`src/rtl/event_arbiter.sv`:
```
// Event arbiter: NUM_REQ pads share one seven-segment display and play a four-step animation.
// Define EVENT_ARBITER_ROUND_ROBIN_EN for rotating priority; otherwise pad 0 has fixed top priority.
module event_arbiter #(
    parameter int unsigned STEP_CYCLES = 4,
    parameter int unsigned NUM_REQ     = 4
) (
    input  logic               clk,
    input  logic               rst,
    input  logic [NUM_REQ-1:0] button_inp,
    output logic [6:0]         seven_seg,
    output logic [NUM_REQ-1:0] grant,
    output logic               busy,
    output logic               done_pulse
);

    localparam logic [7:0] LastCnt = 8'(STEP_CYCLES - 1);

    typedef enum logic [1:0] {
        StIdle,
        StPlay,
        StHold
    } state_e;

    state_e             state_q;
    logic [1:0]         step_q;
    logic [7:0]         cnt_q;
    logic               req_any;
    logic               granted_held;
    logic [1:0]         win_idx;
    logic [NUM_REQ-1:0] win_onehot;

    // Segment image for each animation step; each step lights more segments.
    function automatic logic [6:0] step_seg(input logic [1:0] s);
        logic [6:0] seg;
        case (s)
            2'd0:    seg = 7'h60;
            2'd1:    seg = 7'h78;
            2'd2:    seg = 7'h7E;
            default: seg = 7'h7F;
        endcase
        return seg;
    endfunction

    assign req_any      = |button_inp;
    assign granted_held = |(button_inp & grant);
    assign win_onehot   = NUM_REQ'(1) << win_idx;

`ifdef EVENT_ARBITER_ROUND_ROBIN_EN
    logic [1:0] ptr_q;
    logic [1:0] cand;
    logic       found;

    // Search starts at the pointer and wraps around the pads.
    always_comb begin
        win_idx = ptr_q;
        cand    = ptr_q;
        found   = 1'b0;
        for (int k = 0; k < NUM_REQ; k++) begin
            cand = ptr_q + k[1:0];
            if (!found && button_inp[cand]) begin
                win_idx = cand;
                found   = 1'b1;
            end
        end
    end

    always_ff @(posedge clk) begin
        if (rst) begin
            ptr_q <= 2'd0;
        end else if (state_q == StIdle && req_any) begin
            ptr_q <= win_idx + 2'd1;
        end
    end
`else
    // Descending scan so the lowest requesting index wins.
    always_comb begin
        win_idx = 2'd0;
        for (int k = NUM_REQ - 1; k >= 0; k--) begin
            if (button_inp[k]) begin
                win_idx = k[1:0];
            end
        end
    end
`endif

    always_ff @(posedge clk) begin
        if (rst) begin
            state_q    <= StIdle;
            step_q     <= 2'd0;
            cnt_q      <= 8'd0;
            seven_seg  <= 7'h00;
            grant      <= '0;
            busy       <= 1'b0;
            done_pulse <= 1'b0;
        end else begin
            done_pulse <= 1'b0;
            case (state_q)
                StIdle: begin
                    if (req_any) begin
                        state_q   <= StPlay;
                        grant     <= win_onehot;
                        step_q    <= 2'd0;
                        cnt_q     <= 8'd0;
                        seven_seg <= step_seg(2'd0);
                        busy      <= 1'b1;
                    end
                end
                StPlay: begin
                    // Releasing the granted pad wins over any step advance on the same edge.
                    if (!granted_held) begin
                        state_q   <= StIdle;
                        grant     <= '0;
                        step_q    <= 2'd0;
                        cnt_q     <= 8'd0;
                        seven_seg <= 7'h00;
                        busy      <= 1'b0;
                    end else if (cnt_q == LastCnt) begin
                        cnt_q <= 8'd0;
                        if (step_q == 2'd3) begin
                            state_q    <= StHold;
                            step_q     <= 2'd0;
                            seven_seg  <= 7'h00;
                            done_pulse <= 1'b1;
                        end else begin
                            step_q    <= step_q + 2'd1;
                            seven_seg <= step_seg(step_q + 2'd1);
                        end
                    end else begin
                        cnt_q <= cnt_q + 8'd1;
                    end
                end
                StHold: begin
                    if (!granted_held) begin
                        state_q   <= StIdle;
                        grant     <= '0;
                        seven_seg <= 7'h00;
                        busy      <= 1'b0;
                    end
                end
                default: begin
                    state_q   <= StIdle;
                    grant     <= '0;
                    seven_seg <= 7'h00;
                    busy      <= 1'b0;
                end
            endcase
        end
    end

endmodule

```
`config.mk`:
```
export PLATFORM = sky130hd
export DESIGN_NAME = event_arbiter
export DESIGN_NICKNAME = d
export VERILOG_FILES = /design/src/rtl/event_arbiter.sv
export SDC_FILE = /design/constraint.sdc
export NUM_CORES = 1
export LEC_CHECK = 0
export BUFFER_PORTS_ARGS = -buffer_cell sky130_fd_sc_hd__buf_2
export CORE_MARGIN = 8
export CORE_UTILIZATION = 55
export DETAILED_ROUTE_END_ITERATION = 6
export PLACE_DENSITY = 0.82
export SYNTH_ARGS = -nofsm -noshare
export SYNTH_HDL_FRONTEND = slang
export SYNTH_SLANG_ARGS = --single-unit
```
`constraint.sdc`:
```
create_clock -name clk -period 2.1 [get_ports clk]
set_input_delay 0.315 -clock clk [delete_from_list [all_inputs] [get_ports clk]]
set_output_delay 0.315 -clock clk [all_outputs]
set_load 0.05 [all_outputs]
```
=== Word-level counts from Yosys, hierarchy flattened ===
Cells that the tools add are included.
Widths: inputs -> output; s select.

* Add/sub/neg operators: 2
* Equal/unequal tests: 11
* Shifts and indexed selects: 1
* Multiplexer cells: 33
* Bitwise operators: 4
* Reduce and logical (&&, ||, !) cells: 12

{| class="wikitable"
|+ Operators by type and width
! cell !! count
|-
| $mux 7 || 5
|-
| $mux 2 || 13
|-
| $mux 8 || 3
|-
| $pmux 7 s3 || 1
|-
| $pmux 8 s2 || 1
|-
| $pmux 5 s3 || 1
|-
| $reduce_or 4->1 || 3
|-
| $add 8x1->8 const B || 1
|-
| $eq 8x2->1 const B || 1
|-
| $mux 4 || 2
|-
| $pmux 4 s2 || 1
|-
| $eq 2x2->1 const B || 3
|-
| $ne 2x2->1 const B || 3
|-
| $ne 3x3->1 const B || 2
|-
| $pmux 2 s3 || 1
|-
| $reduce_and 3->1 || 2
|-
| $and 4x4->4 || 1
|-
| $eq 2x1->1 const B || 2
|-
| $logic_not 2->1 || 2
|-
| $pmux 2 s2 || 1
|-
| $reduce_and 2->1 || 2
|-
| $reduce_and 4->1 || 1
|-
| $shl 1x2->4 const A || 1
|-
| $mux 1 || 3
|-
| 5 further kinds || 7
|}

* Bits in registers: 25
* Input bits: 6
* Output and inout bits: 13
* Logic and storage cells: 70

=== Longest topological paths before layout ===
Gate-level depths: netlist (run 1).

* Word-level depth: 7
* Mapped depth: 6
* Gate-level depth less buffers: 6

=== Least setup slack after synthesis (run 1) ===
OpenSTA, ideal clock, no wires.

* Path kind: register -> register
* Start point: register state_q[0]
* End point: register seven_seg[0]
* Setup time: 88 ps
* Arrival time: 1696 ps
* Data required time: 2012 ps
* Slack: 316 ps
* Cell stages (with the launch flop): 7
* Buffers on the path: 0
* Clock period less this slack: 1784 ps
* Cells stage by stage: dfxtp_1 -> inv_1 -> ha_1 -> or4b_4 -> or2_4 -> o211a_4 -> o32ai_2

* Word-level cells in the longest chain between the ends: 3
* Elaborated cells between the ends (all ways): 8
* Classes of those cells: 5 x eq/ne; 1 x mux; 2 x reduce/logical

{| class="wikitable"
|+ Ends and longest elaborated chain
! element !! line !! text
|-
| start, declared || 24 || <nowiki>state_e state_q;</nowiki>
|-
| start signal, assigned || 88 || <nowiki>state_q <= StIdle;</nowiki>
|-
| start signal, assigned || 100 || <nowiki>state_q <= StPlay;</nowiki>
|-
| start signal, assigned || 111 || <nowiki>state_q <= StIdle;</nowiki>
|-
| $eq 2x1->1, or another cell as far along || 97 || <nowiki>case (state_q)</nowiki>
|-
| $ne 3x3->1 (no line) or $ne 2x2->1 (tied branches) || -- ||
|-
| $reduce_and 3->1 (no line) || -- ||
|-
| end signal, assigned || 104 || <nowiki>seven_seg <= step_seg(2'd0);</nowiki>
|-
| end signal, assigned || 126 || <nowiki>seven_seg <= step_seg(step_q + 2'd1);</nowiki>
|-
| end, declared || 10 || <nowiki>output logic [6:0] seven_seg,</nowiki>
|}

Several ways; a longest one is shown, not always the timed one.
A chain may end at the register's enable or synchronous reset.

=== Worst setup path after layout (run 1) ===
* Start point: register state_q[1]
* End point: register cnt_q[7]

* Word-level cells in the longest chain between the ends: 3
* Elaborated cells between the ends (all ways): 6
* Classes of those cells: 2 x eq/ne; 1 x mux; 3 x reduce/logical

{| class="wikitable"
|+ Ends and longest elaborated chain
! element !! line !! text
|-
| $eq 2x1->1 or $logic_not 2->1 (tied branches) || 97 ||
|-
| $reduce_bool 2->1 (no line) or $ne 2x2->1 (tied branches) || -- ||
|-
| $reduce_and 2->1 (no line) || -- ||
|-
| end signal, assigned || 129 || <nowiki>cnt_q <= cnt_q + 8'd1;</nowiki>
|-
| end, declared || 26 || <nowiki>logic [7:0] cnt_q;</nowiki>
|}

Several ways; a longest one is shown, not always the timed one.

==> results of run 1 <==
## where the power goes
| part | internal [uW] | switching (uW) |
|---|---|---|
| combinational | 51.1 | 104 |
| clock | 193 | 138 |
| sequential | 429 | 8.43 |
## synth_stat cells, types with 2 or more instances
| cell type | n | area (um2) |
|---|---|---|
| o32ai_1 | 3 | 26.3 |
| a22oi_1 | 2 | 15.0 |
| nand4b_1 | 2 | 17.5 |
| a22o_1 | 4 | 35.0 |
| mux2i_1 | 2 | 20.0 |
| and4_1 | 2 | 17.5 |
| nor3_1 | 2 | 10.0 |
| nor2_1 | 5 | 18.8 |
| ha_1 | 7 | 87.6 |
| dfxtp_1 | 22 | 440 |
| o21ai_0 | 7 | 35.0 |
| a21oi_1 | 11 | 55.1 |
| clkbuf_1 | 3 | 11.3 |
| nand4_1 | 2 | 12.5 |
| nor2b_1 | 2 | 12.5 |
| buf_4 | 3 | 22.5 |
| a31oi_1 | 3 | 18.8 |
| nand2b_1 | 8 | 50.1 |
| or4_1 | 2 | 15.0 |
| inv_1 | 4 | 15.0 |
| and3_1 | 2 | 12.5 |
| a41oi_1 | 2 | 17.5 |
| o21bai_1 | 2 | 15.0 |
| nand2_1 | 3 | 11.3 |
| nand3_1 | 6 | 30.0 |
## per-stage QoR
stage	total power, uW	hold WS (ns)	utilization (%)
after floorplan	563	0.462	-
after global placement	597	0.475	62.5
after detailed placement	601	0.477	62.5
after CTS	930	0.289	64.9
after global routing	956	0.296	64.9
final	923	0.301	64.9
## logic make-up (layout without fill, tap and decap cells)
group / after synthesis / after routing / synth area share (%)
multiplexers: 2 / 2 / 1.62
adder cells (fa/ha/maj): 7 / 7 / 7.09
AND/OR/NAND/NOR: 45 / 45 / 23.3
XOR/XNOR: 2 / 2 / 1.42
flip-flops: 22 / 22 / 35.7
AO/OA/AOI/OAI: 45 / 45 / 27.0
buffers and inverters: 10 / 30 / 3.95
## timing repair
action	in CTS	in global routing
hold buffers	0	0
endpoints found under the hold margin	0	0
gates resized for setup	0	1
endpoints found under the setup margin	0	5
## path summary, 6_finish.rpt
check / depth (start not counted) / from / endpoint
worst min register to register: 2 / seven_seg[5] / seven_seg[5]
worst max register to register: 6 / state_q[1] / cnt_q[7]
worst max-delay path: 6 / state_q[1] / cnt_q[7]
worst min-delay path: 3 / button_inp[0] / grant[0]
## routing by layer
metal / global-route usage (%) / up-vias / routed length [um]
li1: - / 550 / -
met1: 16.4 / 541 / 1220
met2: 27.4 / 23 / 1520
met3: 2.83 / 6 / 85
met4: 6.69 / 0 / 46
met5: 0 / - / 0
## state kept, by name (all words and copies together) (netlist names)
register and flops:
seven_seg 4, busy 1, done_pulse 1, grant 4
cnt_q 8, state_q 2, step_q 2
## final cells by class
class,count,area (um2)
inverters,4,15.0
fillers,212,761
repair buffers,22,120
flip-flops and latches,22,440
clock inverters,1,30.0
multi-input cells,101,746
well taps,28,35.0
clock buffers,3,22.5
## tightest hold or removal path: cells and delay by family
kind	cells	cell delay [ns]
AOI/OAI and AO/OA	1	0.06
buffers and inverters	1	0.13
and+or+nand+nor	1	0.09
==> out/results.ini, run 1 <==
[run_status]
status = finished, final reports clean

[layout]
fin_cells = 181
final_cell_area_um2 = 1410
fin_nets = 167
antenna_cells = 0
drive_gt1_share_pct = 21.6
syn_to_final_growth_pct = 14.1
mostFrequentLayoutCells = dfxtp_1, buf_2, a21oi_1, nand2b_1
final_common_cell = dfxtp_1

[drt]
wl_per_cell_um = 15.9
drcViolationCount = 0
ant_nets = 0
first_pass_iters = 4
drt_wl_total_um = 2870
via_per_inst = 6.19
drt_iter0_markers = 51
vias = 1120

[timing]
drv_slew = 0
fin_setup_tns_ns = 0
fin_crit_sh_pct = 95.4
fmax_mhz = 499
finalSetupViolations = 0
worst_slack_ns = 0.0962
min_period_ns = 2.00
hold_violations = 0
rsz0062_at_grt = true
worst_pin_slew_ns = 0.482
relSlewSlack_pct = 67.5
finClkSkew_ns = 0.0147

[synth]
yosysWarnings = 0
ys_async_sr_fraction_pct = 0
ys.flop_type = dfxtp_1
synth_cells = 133
synth_cell_types = 47
synth_edf_count = 0
ys_seq_area_share_pct = 35.7
synth_nets = 146
netlist_area_um2 = 1230
syn_area_per_cell_um2 = 9.29
ys_ff_latch = 22

[power_and_ir_drop]
p_leak_uw = 0.000563
cellPowerDensity_nw_per_um2 = 655
ir_drop_uv = 438

[setup_path]
crit_family = simple AND/OR/NAND/NOR gates
required_ns = 2.36
slowest_delay_ns = 0.53
path_cells = inv_1, ha_1, or4b_4, o22ai_2, and2b_1, a221o_1
cp_max_fo = 7
end_kind = flop
cp.arrival_ns = 2.26
critPathKind = reg2reg
startpoint_type = flop
worst-r2r-setup-slack_ns = 0.1
cp.buffers_inverters = 1
cpMaxStageDelayCell = or4b_4

[clocking]
path_clk_slew_ns = 0.14
htreeDepth = 1
post-cts-setup-buffer-count = 0
cts-root-buf = clkbuf_4
numCtsBuffers = 3
cts_tree = done
clock-sinks = 22
cts_buffer_depth = 2
clock_latency_ns = 0.32

[placed_design]
hpwl_um = 2230
placed_cell_area_um2 = 1360
port_buffers = 18
dp_slack_ns = 0.171
dp_cells = 177
gp_congestion = 0.891

[min_path]
hp-class = in2reg

[flow_run]
drv_cap = 0

[global_routing]
antenna_found_initial = 0
grt_pass1_vias = 1145
grt_overflow = 0
grt_usage_pct = 15.1
grt_pass1_wl_um = 5090
grt_max_degree = 30

[floorplanning]
core_area_um2 = 2170
die_y_um = 63.4
io_pins = 19
std_cell_rows = 17
die_w_um = 63.4
dieArea_um2 = 4020
start_util_pct = 56.9

No activity file was read; power rests on OpenSTA's default activity.
==> run 2, diff against run 1 <==
- MAX_ROUTING_LAYER: not set -> met4
==> run 2 against run 1 <==
Flip-flop and latch count stayed put; routed wire length is 0.56% higher; clock skew is essentially flat; largest cell class unchanged.
==> out/results.ini, run 2 (synthesis results as in run 1) <==
[run_status]
status = finished, final reports clean

[global_routing]
grt_usage_pct = 15.5  ; +0.44 points
grt_pass1_wl_um = 5100  ; +0.28%
grt_pass1_vias = 1143  ; -0.17%
grt_overflow = 0  ; unchanged
grt_max_degree = 30  ; unchanged
antenna_found_initial = 0  ; unchanged

[timing]
worst_slack_ns = 0.0951  ; -0.00103 ns
worst_pin_slew_ns = 0.481  ; -0.00107 ns
rsz0062_at_grt = true
min_period_ns = 2.00  ; +0.00103 ns
drv_slew = 0  ; unchanged
finClkSkew_ns = 0.0144  ; -0.000316 ns
finalSetupViolations = 0  ; unchanged
hold_violations = 0  ; unchanged
fmax_mhz = 499  ; about the same
relSlewSlack_pct = 67.6  ; +0.072 points
fin_crit_sh_pct = 95.5  ; about the same

[setup_path]
end_kind = flop
critPathKind = reg2reg
cp_max_fo = 7  ; unchanged
startpoint_type = flop
cp.arrival_ns = 2.27  ; about the same
required_ns = 2.36  ; about the same

[drt]
drcViolationCount = 0  ; unchanged
vias = 1133  ; +1.2%
wl_per_cell_um = 16.0  ; +0.56%
drt_wl_total_um = 2890  ; +0.56%
drt_iter0_markers = 51  ; unchanged
first_pass_iters = 5  ; +1
via_per_inst = 6.26  ; +1.2%
ant_nets = 0  ; unchanged

[layout]
antenna_cells = 0  ; unchanged
fin_nets = 167  ; unchanged
fillers = 212  ; unchanged
top_register = cnt_q
mostFrequentLayoutCells = dfxtp_1, buf_2, a21oi_1, nand2b_1
syn_to_final_growth_pct = 14.1  ; unchanged
final_common_cell = dfxtp_1
drive_gt1_share_pct = 21.6  ; unchanged
largest_reg_flops = 8  ; unchanged
final_cell_area_um2 = 1410  ; unchanged
largestRegisters = cnt_q (8), grant (4), seven_seg (4)

[power_and_ir_drop]
ir_drop_uv = 438  ; about the same
p_leak_uw = 0.000563  ; unchanged
cellPowerDensity_nw_per_um2 = 656  ; about the same

[flow_run]
drv_cap = 0  ; unchanged

[floorplanning]
start_util_pct = 56.9  ; unchanged
core_area_um2 = 2170  ; unchanged
dieArea_um2 = 4020  ; unchanged
io_pins = 19  ; unchanged
die_w_um = 63.4  ; unchanged
die_y_um = 63.4  ; unchanged
std_cell_rows = 17  ; unchanged

[clocking]
cts-root-buf = clkbuf_4
htreeDepth = 1  ; unchanged
cts_tree = done
cts_buffer_depth = 2  ; unchanged
numCtsBuffers = 3  ; unchanged
path_clk_slew_ns = 0.14  ; about the same
post-cts-setup-buffer-count = 0  ; unchanged
clock-sinks = 22  ; unchanged
clock_latency_ns = 0.32  ; about the same

[min_path]
hp-class = in2reg

[placed_design]
port_buffers = 18  ; unchanged
placed_cell_area_um2 = 1360  ; unchanged
gp_congestion = 0.906  ; +1.7%
hpwl_um = 2230  ; unchanged
dp_slack_ns = 0.171  ; unchanged

-- run 2: cell counts in the layout (fill, tap and decap cells not counted) --
No cell type changed its count.
-- run 2: what timing repair did --
item / 4_1_cts / 5_1_grt
setup endpoints to repair: 0 / 4
hold endpoints to repair: 0 / 0
resized for setup: 0 / 1
hold buffers: 0 / 0
-- run 2: report_power, final --
group          total (uW)  internal (uW)  leakage (uW)  switching, uW
Sequential            437            429      0.000179           8.42
Combinational         155           51.1      0.000356            104
Clock                 331            193     0.0000279            138
-- run 2: routing by layer --
| metal | vias up | part of all wire (%) | global-route usage [%] |
|---|---|---|---|
| met5 | - | 0 | - |
| met4 | 0 | 1.6 | 6.69 |
| met3 | 6 | 2.9 | 2.65 |
| met2 | 25 | 53 | 27.4 |
| met1 | 552 | 42 | 16.6 |
| li1 | 550 | - | - |
-- run 2: path summary, 6_finish.rpt --
check                start           end  slack [ns]  depth (start not counted)
max             state_q[1]      cnt_q[7]         0.1                          6
min          button_inp[0]      grant[0]        0.30                          3
max reg2reg     state_q[1]      cnt_q[7]         0.1                          6
min reg2reg   seven_seg[5]  seven_seg[5]        0.49                          2
-- run 2: layout make-up --
type	count	area, um2	share of cell area (%)
timing repair buffer	22	120	8.53
inverter	4	15.0	1.07
tap	28	35.0	2.49
clock inverter	1	30.0	2.13
clock buffer	3	22.5	1.60
multi-input combinational	101	746	52.9
sequential	22	440	31.3
-- run 2: critical path, stage by stage (launching register included) --
cell and delay, ns:
dfxtp_1 0.36, inv_1 0.09, ha_1 0.29, or4b_4 0.53, o22ai_2 0.29, and2b_1 0.23
a221o_1 0.16
-- run 2: metrics by stage --
stage / cells / hold WS [ns] / total power, uW / utilization, % / TNS (ns)
floorplan: 133 / 0.462 / 563 / - / 0
global route: 181 / 0.293 / 958 / 64.9 / -0.0137
CTS: 181 / 0.289 / 930 / 64.9 / 0
finish: 181 / 0.301 / 924 / 64.9 / 0
detailed placement: 177 / 0.477 / 601 / 62.5 / 0
global placement: 177 / 0.475 / 597 / 62.5 / 0
==> run 3, diff against run 2 <==
- RECOVER_POWER: not set -> 25
==> run 3 against run 2 <==
Clock power barely moved; combinational power about the same; sequential power about the same; die area did not move.
==> out/results.ini, run 3 (synthesis results as in run 1) <==
[floorplanning]
core_area_um2 = 2170  ; unchanged
die_y_um = 63.4  ; unchanged
std_cell_rows = 17  ; unchanged
start_util_pct = 56.9  ; unchanged
dieArea_um2 = 4020  ; unchanged
die_w_um = 63.4  ; unchanged
io_pins = 19  ; unchanged

[global_routing]
grt_overflow = 0  ; unchanged
grt_pass1_wl_um = 5100  ; unchanged
grt_pass1_vias = 1143  ; unchanged
grt_usage_pct = 15.5  ; unchanged
grt_max_degree = 30  ; unchanged
antenna_found_initial = 0  ; unchanged

[min_path]
hp-class = in2reg

[timing]
fmax_mhz = 498  ; -0.18%
worst_pin_slew_ns = 0.618  ; +0.137 ns
drv_slew = 0  ; unchanged
finalSetupViolations = 0  ; unchanged
fin_crit_sh_pct = 95.6  ; +0.17 points
min_period_ns = 2.01  ; +0.00357 ns
hold_violations = 0  ; unchanged
relSlewSlack_pct = 59.0  ; -8.6 points
finClkSkew_ns = 0.0148  ; +0.000457 ns
rsz0062_at_grt = true

[clocking]
holdBufCountCts = 0  ; unchanged
path_clk_slew_ns = 0.14  ; about the same
post-cts-setup-buffer-count = 0  ; unchanged
clock_latency_ns = 0.32  ; about the same
cts-root-buf = clkbuf_4
clock-sinks = 22  ; unchanged
htreeDepth = 1  ; unchanged
numCtsBuffers = 3  ; unchanged
cts_tree = done
cts_buffer_depth = 2  ; unchanged

[drt]
vias = 1135  ; +0.18%
first_pass_iters = 4  ; -1
via_per_inst = 6.27  ; +0.18%
drt_wl_total_um = 2920  ; +1.1%
drcViolationCount = 0  ; unchanged
ant_nets = 0  ; unchanged
wl_per_cell_um = 16.1  ; +1.1%
drt_iter0_markers = 50  ; -2.0%

[layout]
fin_cells = 181  ; unchanged
final_common_cell = dfxtp_1
final_cell_area_um2 = 1400  ; -0.62%
largest_reg_flops = 8  ; unchanged
fillers = 213  ; +0.47%
mostFrequentLayoutCells = dfxtp_1, a21oi_1, buf_2, nand2b_1
top_register = cnt_q
utilization_pct = 64.5  ; -0.40 points
syn_to_final_growth_pct = 13.4
fin_nets = 167  ; unchanged
drive_gt1_share_pct = 17.0  ; -4.6 points
largestRegisters = cnt_q (8), grant (4), seven_seg (4)
antenna_cells = 0  ; unchanged

[setup_path]
cp.arrival_ns = 2.27  ; about the same
end_kind = flop
startpoint_type = flop
required_ns = 2.36  ; about the same
critPathKind = reg2reg
cp_max_fo = 7  ; unchanged
worst-r2r-setup-slack_ns = 0.09  ; about the same

[power_and_ir_drop]
ir_drop_uv = 439  ; +0.17%
p_leak_uw = 0.000535  ; -4.9%
cellPowerDensity_nw_per_um2 = 659  ; +0.50%
finalPower_uw = 923  ; -0.12%

[placed_design]
dp_cells = 177  ; unchanged
port_buffers = 18  ; unchanged
hpwl_um = 2230  ; unchanged
placed_cell_area_um2 = 1360  ; unchanged
gp_congestion = 0.906  ; unchanged

[run_status]
status = finished, final reports clean

[flow_run]
drv_cap = 0  ; unchanged

[run 3: cell count changes in the layout (fill, tap and decap cells not counted)]
cell / change
buf_2: -7
clkbuf_1: +7
[run 3: per-layer routing]
metal	GRT usage [%]	vias to the layer above	share of wire, %
met2	27.4	31	53
li1	-	551	-
met3	2.65	6	3.5
met5	-	-	0
met4	6.69	0	1.6
met1	16.6	547	42
[run 3: path summary, 6_finish.rpt]
path,start,to,depth (start not counted)
worst max-delay path,state_q[1],cnt_q[7],6
worst max register to register,state_q[1],cnt_q[7],6
worst min register to register,busy,busy,2
worst min-delay path,button_inp[0],grant[0],3
[run 3: worst max-delay path: stages, from the launching register on]
cell,delay [ns]
dfxtp_1,0.36
inv_1,0.09
ha_1,0.29
or4b_4,0.53
o22ai_2,0.29
and2b_1,0.23
a221o_1,0.16
[run 3: layout make-up]
| type | instances | area [um2] | area share, % |
|---|---|---|---|
| clock buffer | 3 | 22.5 | 1.61 |
| sequential | 22 | 440 | 31.5 |
| inverter | 4 | 15.0 | 1.07 |
| tap | 28 | 35.0 | 2.50 |
| timing repair buffer | 22 | 111 | 7.95 |
| multi-input combinational | 101 | 746 | 53.3 |
| clock inverter | 1 | 30.0 | 2.14 |
[run 3: timing repair]
item                                    4_1_cts  5_1_grt
resized for setup                             0        1
endpoints found under the setup margin        0        4
hold endpoints to repair                      0        0
[run 3: report_power, final]
part	switching [uW]	internal (uW)
combinational	105	49.0
sequential	8.68	429
clock	138	193
[run 3: stage by stage]
step / setup WS [ns] / TNS [ns] / hold slack, ns
2_1_floorplan: 0.316 / 0 / 0.462
3_3_place_gp: 0.256 / 0 / 0.475
3_5_place_dp: 0.171 / 0 / 0.477
4_1_cts: 0.126 / 0 / 0.289
5_1_grt: -0.00876 / -0.0137 / 0.293
6_report: 0.0916 / 0 / 0.300
